## config.mk

```make
export PLATFORM = sky130hd
export DESIGN_NAME = pipe_ctrl_flat
export DESIGN_NICKNAME = d
export VERILOG_FILES = /design/src/rtl/pipe_ctrl_pkg.sv /design/src/rtl/pipe_ctrl_if.sv /design/src/rtl/pipe_ctrl_hazard_det.sv /design/src/rtl/pipe_ctrl.sv /design/src/flat_wrapper.sv
export SDC_FILE = /design/constraint.sdc
export NUM_CORES = 1
export LEC_CHECK = 0
export ABC_AREA = 0
export BUFFER_PORTS_ARGS = -buffer_cell sky130_fd_sc_hd__buf_2
export CAP_MARGIN = 0
export CORE_MARGIN = 1
export CORE_UTILIZATION = 49
export CTS_CLUSTER_SIZE = 30
export DETAILED_ROUTE_END_ITERATION = 6
export PLACE_DENSITY = 0.8
export SYNTH_ARGS = -nofsm -noshare
export SYNTH_HDL_FRONTEND = slang
export SYNTH_SLANG_ARGS = --single-unit
export TNS_END_PERCENT = 50
```

## constraint.sdc

```tcl
create_clock -name clk -period 2.6 [get_ports clk]
set_clock_uncertainty 0.15 [all_clocks]
set_input_delay 0.39 -clock clk [delete_from_list [all_inputs] [get_ports clk]]
set_output_delay 0.39 -clock clk [all_outputs]
set_load 0.01 [all_outputs]
```

## src/rtl/pipe_ctrl_pkg.sv

```systemverilog
// Shared definitions for the pipeline hazard/redirect controller.
// Holds the FSM state encoding and the instruction/bubble constants
// that the front end loads when a stage is flushed.
package pipe_ctrl_pkg;

  // Controller states; encodings are fixed so other blocks can decode them.
  typedef enum logic [1:0] {
    ST_RUN    = 2'd0,
    ST_HOLD   = 2'd1,
    ST_REPLAY = 2'd2
  } state_e;

  // Instruction loaded into if_id on a flush: addi x0, x0, 0.
  localparam logic [31:0] NOP_INSTR = 32'h0000_0013;

  // Destination register written into id_ex on a bubble (paired with reg_wen=0).
  localparam logic [4:0] BUBBLE_RD = 5'd0;

  // Hold counter saturates here.
  localparam logic [7:0] HOLD_CNT_SAT = 8'hFF;

endpackage

```

## src/rtl/pipe_ctrl_if.sv

```systemverilog
// Bundle of the controller's stage-facing signals.
// The pipeline (master) drives hazard/redirect requests;
// the controller (slave) returns pc/if_id/id_ex control.
interface pipe_ctrl_if;

  logic        jump_en_i;
  logic [31:0] jump_addr_i;
  logic        hold_req_i;
  logic [4:0]  id_rs1_addr_i;
  logic [4:0]  id_rs2_addr_i;
  logic [4:0]  ex_rd_addr_i;
  logic        ex_reg_wen_i;
  logic        ex_is_load_i;
  logic        pc_load_o;
  logic [31:0] pc_load_addr_o;
  logic        pc_hold_o;
  logic        if_id_hold_o;
  logic        if_id_flush_o;
  logic        id_ex_flush_o;
  logic        hold_timeout_o;

  modport master (
    output jump_en_i, jump_addr_i, hold_req_i,
    output id_rs1_addr_i, id_rs2_addr_i, ex_rd_addr_i, ex_reg_wen_i, ex_is_load_i,
    input  pc_load_o, pc_load_addr_o, pc_hold_o, if_id_hold_o,
    input  if_id_flush_o, id_ex_flush_o, hold_timeout_o
  );

  modport slave (
    input  jump_en_i, jump_addr_i, hold_req_i,
    input  id_rs1_addr_i, id_rs2_addr_i, ex_rd_addr_i, ex_reg_wen_i, ex_is_load_i,
    output pc_load_o, pc_load_addr_o, pc_hold_o, if_id_hold_o,
    output if_id_flush_o, id_ex_flush_o, hold_timeout_o
  );

endinterface

```

## src/rtl/pipe_ctrl_hazard_det.sv

```systemverilog
// Load-use hazard detector: a load in ex feeds a source register read in id.
// Latency: purely combinational, same cycle.
// Backpressure: none; the result is consumed by pipe_ctrl as a stall request.
module hazard_det (
  input  logic [4:0] id_rs1_addr,
  input  logic [4:0] id_rs2_addr,
  input  logic [4:0] ex_rd_addr,
  input  logic       ex_reg_wen,
  input  logic       ex_is_load,
  output logic       hazard
);

  logic rd_nonzero;
  logic rd_match;

  // x0 never carries a real dependency, so it is excluded from the match.
  assign rd_nonzero = (ex_rd_addr != 5'd0);
  assign rd_match   = (ex_rd_addr == id_rs1_addr) || (ex_rd_addr == id_rs2_addr);
  assign hazard     = ex_is_load && ex_reg_wen && rd_nonzero && rd_match;

endmodule

```

## src/rtl/pipe_ctrl.sv

```systemverilog
// Pipeline front-end controller: redirects, multi-cycle holds and load-use stalls.
// Latency: control outputs are combinational in the request cycle; deferred jumps replay one cycle after a hold drops.
// Backpressure: hold_req_i freezes pc/if_id and bubbles id_ex until it drops; rst forces every output low.
module pipe_ctrl
  import pipe_ctrl_pkg::*;
#(
  parameter logic [7:0] HOLD_MAX = 8'd255
) (
  input  logic       clk,
  input  logic       rst,
  pipe_ctrl_if.slave bus
);

  state_e      state_q, state_d;
  logic        pend_valid_q;
  logic [31:0] pend_addr_q;
  logic [7:0]  hold_cnt_q, hold_cnt_d;
  logic        timeout_q;

  logic        pend_set, pend_clr, cnt_clr, cnt_inc;
  logic        load_use;
  logic        pc_load, pc_hold, if_id_hold, if_id_flush, id_ex_flush;
  logic [31:0] pc_load_addr;

  hazard_det u_hazard_det (
    .id_rs1_addr (bus.id_rs1_addr_i),
    .id_rs2_addr (bus.id_rs2_addr_i),
    .ex_rd_addr  (bus.ex_rd_addr_i),
    .ex_reg_wen  (bus.ex_reg_wen_i),
    .ex_is_load  (bus.ex_is_load_i),
    .hazard      (load_use)
  );

  // Next state and per-cycle control; jump beats hold beats load-use in RUN.
  always_comb begin
    state_d      = state_q;
    pc_load      = 1'b0;
    pc_load_addr = 32'd0;
    pc_hold      = 1'b0;
    if_id_hold   = 1'b0;
    if_id_flush  = 1'b0;
    id_ex_flush  = 1'b0;
    pend_set     = 1'b0;
    pend_clr     = 1'b0;
    cnt_clr      = 1'b0;
    cnt_inc      = 1'b0;
    case (state_q)
      ST_RUN: begin
        if (bus.jump_en_i) begin
          pc_load      = 1'b1;
          pc_load_addr = bus.jump_addr_i;
          if_id_flush  = 1'b1;
          id_ex_flush  = 1'b1;
        end else if (bus.hold_req_i) begin
          pc_hold     = 1'b1;
          if_id_hold  = 1'b1;
          id_ex_flush = 1'b1;
          cnt_clr     = 1'b1;
          state_d     = ST_HOLD;
        end else if (load_use) begin
          pc_hold     = 1'b1;
          if_id_hold  = 1'b1;
          id_ex_flush = 1'b1;
        end
      end
      ST_HOLD: begin
        // Only the first jump seen during a hold is kept; it is the older one.
        if (bus.jump_en_i && !pend_valid_q) begin
          pend_set = 1'b1;
        end
        if (bus.hold_req_i) begin
          pc_hold     = 1'b1;
          if_id_hold  = 1'b1;
          id_ex_flush = 1'b1;
          cnt_inc     = 1'b1;
        end else begin
          state_d = (pend_valid_q || bus.jump_en_i) ? ST_REPLAY : ST_RUN;
        end
      end
      ST_REPLAY: begin
        pc_load      = 1'b1;
        pc_load_addr = pend_addr_q;
        if_id_flush  = 1'b1;
        id_ex_flush  = 1'b1;
        pend_clr     = 1'b1;
        state_d      = ST_RUN;
      end
      default: begin
        state_d = ST_RUN;
      end
    endcase
  end

  // Hold counter: cleared on entry to HOLD, saturating count of held cycles.
  always_comb begin
    hold_cnt_d = hold_cnt_q;
    if (cnt_clr) begin
      hold_cnt_d = 8'd0;
    end else if (cnt_inc && (hold_cnt_q != HOLD_CNT_SAT)) begin
      hold_cnt_d = hold_cnt_q + 8'd1;
    end
  end

  // State, pending jump, hold counter and sticky timeout registers.
  always_ff @(posedge clk) begin
    if (rst) begin
      state_q      <= ST_RUN;
      pend_valid_q <= 1'b0;
      pend_addr_q  <= 32'd0;
      hold_cnt_q   <= 8'd0;
      timeout_q    <= 1'b0;
    end else begin
      state_q    <= state_d;
      hold_cnt_q <= hold_cnt_d;
      if (pend_set) begin
        pend_valid_q <= 1'b1;
        pend_addr_q  <= bus.jump_addr_i;
      end else if (pend_clr) begin
        pend_valid_q <= 1'b0;
      end
      // Flag shows in the same cycle the counter reads HOLD_MAX.
      if ((cnt_clr || cnt_inc) && (hold_cnt_d == HOLD_MAX)) begin
        timeout_q <= 1'b1;
      end
    end
  end

  // Reset masks every output regardless of the registered state.
  assign bus.pc_load_o      = pc_load && !rst;
  assign bus.pc_load_addr_o = (pc_load && !rst) ? pc_load_addr : 32'd0;
  assign bus.pc_hold_o      = pc_hold && !rst;
  assign bus.if_id_hold_o   = if_id_hold && !rst;
  assign bus.if_id_flush_o  = if_id_flush && !rst;
  assign bus.id_ex_flush_o  = id_ex_flush && !rst;
  assign bus.hold_timeout_o = timeout_q && !rst;

endmodule

```

## src/flat_wrapper.sv

```systemverilog
// flat-port wrapper written by rule: the top's interface ports become plain ports
module pipe_ctrl_flat import pipe_ctrl_pkg::*;
#(
  parameter logic [7:0] HOLD_MAX = 8'd255
)
  (clk, rst, bus_jump_en_i, bus_jump_addr_i, bus_hold_req_i, bus_id_rs1_addr_i, bus_id_rs2_addr_i, bus_ex_rd_addr_i, bus_ex_reg_wen_i, bus_ex_is_load_i, bus_pc_load_o, bus_pc_load_addr_o, bus_pc_hold_o, bus_if_id_hold_o, bus_if_id_flush_o, bus_id_ex_flush_o, bus_hold_timeout_o);
  pipe_ctrl_if bus_i ();
  input  logic clk;
  input  logic rst;
  input wire logic [$bits(bus_i.jump_en_i)-1:0] bus_jump_en_i;
  input wire logic [$bits(bus_i.jump_addr_i)-1:0] bus_jump_addr_i;
  input wire logic [$bits(bus_i.hold_req_i)-1:0] bus_hold_req_i;
  input wire logic [$bits(bus_i.id_rs1_addr_i)-1:0] bus_id_rs1_addr_i;
  input wire logic [$bits(bus_i.id_rs2_addr_i)-1:0] bus_id_rs2_addr_i;
  input wire logic [$bits(bus_i.ex_rd_addr_i)-1:0] bus_ex_rd_addr_i;
  input wire logic [$bits(bus_i.ex_reg_wen_i)-1:0] bus_ex_reg_wen_i;
  input wire logic [$bits(bus_i.ex_is_load_i)-1:0] bus_ex_is_load_i;
  output wire logic [$bits(bus_i.pc_load_o)-1:0] bus_pc_load_o;
  output wire logic [$bits(bus_i.pc_load_addr_o)-1:0] bus_pc_load_addr_o;
  output wire logic [$bits(bus_i.pc_hold_o)-1:0] bus_pc_hold_o;
  output wire logic [$bits(bus_i.if_id_hold_o)-1:0] bus_if_id_hold_o;
  output wire logic [$bits(bus_i.if_id_flush_o)-1:0] bus_if_id_flush_o;
  output wire logic [$bits(bus_i.id_ex_flush_o)-1:0] bus_id_ex_flush_o;
  output wire logic [$bits(bus_i.hold_timeout_o)-1:0] bus_hold_timeout_o;
  assign bus_i.jump_en_i = bus_jump_en_i;
  assign bus_i.jump_addr_i = bus_jump_addr_i;
  assign bus_i.hold_req_i = bus_hold_req_i;
  assign bus_i.id_rs1_addr_i = bus_id_rs1_addr_i;
  assign bus_i.id_rs2_addr_i = bus_id_rs2_addr_i;
  assign bus_i.ex_rd_addr_i = bus_ex_rd_addr_i;
  assign bus_i.ex_reg_wen_i = bus_ex_reg_wen_i;
  assign bus_i.ex_is_load_i = bus_ex_is_load_i;
  assign bus_pc_load_o = bus_i.pc_load_o;
  assign bus_pc_load_addr_o = bus_i.pc_load_addr_o;
  assign bus_pc_hold_o = bus_i.pc_hold_o;
  assign bus_if_id_hold_o = bus_i.if_id_hold_o;
  assign bus_if_id_flush_o = bus_i.if_id_flush_o;
  assign bus_id_ex_flush_o = bus_i.id_ex_flush_o;
  assign bus_hold_timeout_o = bus_i.hold_timeout_o;
  pipe_ctrl #(.HOLD_MAX(HOLD_MAX)) u_core (.clk(clk), .rst(rst), .bus(bus_i));
endmodule
```

==> metrics.md <==
| Metric | Value |
|---|---|
| Status | completed |
| Ys Warns | 0 |
| FF-to-FF End | u_core.timeout_q |
| Fillers | 387 |
| Synth Instances | 325 |
| PwrDens | 460 mW/mm^2 |
| Sequential share of the synthesized area | 0.371 |
| Cell family with most CP delay | simple AND/OR/NAND/NOR gates |
| # IOs | 91 |
| Reg-to-reg slack, setup | 0.47 ns |
| Post-route cell area | 0.00296 sq mm |
| DR DRC count | 0 |
| Post-synth top cells | nand2_1, dfxtp_1, nor2_1, a21oi_1, a22oi_1 |
| Max Slew Vio Count | 0 |
| Antenna violations before repair | 0 |
| Max-Cap Viols | 0 |
| Synth Area in XOR/XNOR | 0.0442 |
| Final net count | 454 |
| Vias per inst | 5.62 |
| Post-CTS Resized | 0 |
| Mapped Area | 0.00238 sq mm |
| Top achievable clock speed | 0.409 GHz |
| Post-synth EDFFs | 0 |
| CP max stage cell | dfxtp_1 |
| Detailed Route Iter0 Violations | 203 |
| IO Port Bufs | 90 |
| Largest net degree at the start of global routing | 45 |
| Count leader, synth | nand2_1 |
| Core area | 0.00450 sq mm |
| Compound-Gate Fraction of Synth Area | 0.239 |
| Synth Area in Adders | 0.00526 |
| Detailed Place HPWL | 4.05 mm |
| Post-layout util | 0.656 |
| Final TNS setup | 0 ns |
| DR vias | 2546 |
| Largest family of logic cells by synthesized area | simple AND/OR/NAND/NOR gates |
| Post-route ant nets | 0 |
| Startpoint types | flip-flop |
| CTS tree | done |
| Die height | 71.7 um |
| Top cell type by total area after synthesis | dfxtp_1 |
| Worst r2r src | u_core.hold_cnt_q[0] |
| Mean post-synth cell area | 7.31 sq um |
| Hold buffers post-CTS | 0 |
| Clock Sinks | 44 |
| Largest cells by area after synthesis | dfxtp_1, nand2_1, a22oi_1 |
| Area Overhead vs Synth | 24.3% |
| Mux share of post-synthesis cell area | 0.00421 |
| Final GP Congestion | 0.850 |
| Arrival time worst endpoint | 1.90 ns |
| Worst VDD drop | 0.000349 V |
| Worst slew pin tran | 0.839 ns |
| Overall routing resource usage | 0.237 |
| Crit path capture type | primary output |
| Logic pwr share | 0.164 |
| WL per Instance | 13.2 um |
| Final setup viols | 0 |
| Setup WS pre-CTS | 0.411 ns |
| Area after DPL | 0.00286 sq mm |
| Sw frac | 0.263 |
| Post-synth top area share | 0.371 |
| CTS H-Tree Depth | 2 |
| Synth Flop Type | dfxtp_1 |
| CP max stage delay | 0.56 ns |
| Layout cells sized above 1 | 0.277 |
| WL final | 5.96 mm |
| Area of the multi-input gates | 0.00138 sq mm |
| Leakage Power | 0.00121 uW |
| Post-Syn Nets | 379 |
| CTS Root Cell | clkbuf_8 |
| CP bufs+invs | 2 |
| Hold Violations, Final | 0 |
| Rel. slew slack | 0.440 |
| Min-Delay Path Depth | 3 |
| Reg2Reg Depth | 6 |
| 1st-pass router iterations | 5 |
| Overflow after GRT | 0 |
| Hold Slack | 0.189 ns |
| FF+latch area | 881 sq um |
| CP endpoint | bus_pc_load_addr_o[31] |
| Number of global-route vias before repair | 2261 |
| Global-route wire length before repair | 9.89 mm |
| Crit-path cells | nor2b_2 > buf_12 > a22oi_1 > nor2_1 > buf_2 |
| Cts bufs inserted | 5 |
| Crit. path cell count | 5 |
| Chip width | 71.7 um |
| Critical Path Fanout Max | 27 |
| PnR worst setup slack | 0.156 ns |
| Worst Setup SP | u_core.state_q[1] |
| Die area | 0.00513 sq mm |
| Period Utilization, post-route | 0.940 |
| Synth Area in Simple Gates | 0.276 |
| Net Sw Power | 357 uW |
| Ant. Diodes | 0 |
| Clock power frac | 0.321 |
| Asr flop ratio synth | 0 |
| WS Path Type | flip-flop to primary output |
| Site Rows | 24 |
| Sequential Power Share | 0.515 |
| Reg clk slew, reported paths | 0.08 ns |
| Clock latency on the worst-skew pair | 0.29 ns |
| Clk buf depth | 2 |
| Fin crit period | 2.44 ns |
| Unrepaired setup endpoints after global routing | false |
| Initial Util | 0.528 |
| Seq cells post-synth | 44 |
| Internal | 1000 uW |
| Worst path required time | 2.06 ns |
| Setup Fix Bufs, Post-CTS | 0 |
| Number of unique standard cell types used by synthesis | 45 |
| Min-Delay Path Class | input pin to flip-flop |
[metal layers]
| metal | up-vias | routed length (um) | GRT usage |
|---|---|---|---|
| met4 | 0 | 80 | 0.0697 |
| met5 | - | 0 | 0 |
| met3 | 10 | 379 | 0.0563 |
| met2 | 91 | 2870 | 0.408 |
| met1 | 1162 | 2630 | 0.295 |
| li1 | 1283 | - | - |
[power by group through the flow]
stage               clock network [uW]  logic, uW  registers, uW
global route                       471        248            701
CTS                                449        225            699
global placement                     0        222            714
floorplan                            0        132            710
finish                             436        224            699
detailed placement                   0        224            715
[placed cells by master (no fill, tap or decap), drive strengths merged, types with 3 or more instances in the layout]
| cell | n |
|---|---|
| a21oi | 36 |
| nand2 | 72 |
| buf | 97 |
| dfxtp | 44 |
| xnor2 | 11 |
| a31oi | 3 |
| nand3 | 3 |
| clkbuf | 6 |
| nor3 | 8 |
| o21ai | 4 |
| inv | 3 |
| a22oi | 33 |
| nand2b | 4 |
| nor2 | 40 |
| and2 | 3 |
[cell type report]
| class | instances | share of cell area |
|---|---|---|
| inverters | 3 | 0.00381 |
| clock buffers | 6 | 0.0279 |
| clock inverters | 2 | 0.00339 |
| flip-flops and latches | 44 | 0.298 |
| well taps | 52 | 0.0220 |
| repair buffers | 97 | 0.179 |
| multi-input cells | 249 | 0.466 |
[sequential cells by signal, indices dropped and copies added (netlist names)]
register and cells:
u_core.hold_cnt_q 8, u_core.timeout_q 1, u_core.pend_addr_q 32, u_core.pend_valid_q 1, u_core.state_q 2
[worst reg2reg max path, stage by stage (launching register included)]
cell and delay, ns:
dfxtp_1 0.46, ha_1 0.32, and2_1 0.23, nor3_1 0.07, a211o_1 0.32, a21o_1 0.17, o41ai_2 0.32
[worst min path at each step]
stage | startpoint | to | slack [ns]
global placement | u_core.pend_addr_q[31] | u_core.pend_addr_q[31] | 0.29
finish | bus_jump_addr_i[13] | u_core.pend_addr_q[13] | 0.19
CTS | bus_jump_addr_i[10] | u_core.pend_addr_q[10] | 0.18
detailed placement | u_core.pend_addr_q[15] | u_core.pend_addr_q[15] | 0.30
global route | bus_jump_addr_i[28] | u_core.pend_addr_q[28] | 0.19
floorplan | u_core.timeout_q | u_core.timeout_q | 0.28
[through the flow]
step | power, uW | std cells
final | 1360 | 453
after global routing | 1420 | 453
after CTS | 1370 | 453
after detailed placement | 939 | 445
after global placement | 936 | 445
after floorplan | 842 | 325
[kinds of logic after synthesis]
group                      after synthesis
AOI/OAI and AO/OA                       87
xor gates and xnor gates                12
adders and majority gates                1
buffers and inverters                   32
DFF                                     44
muxes                                    1
and+or+nand+nor                        148
(Power assumes the default switching activity.)
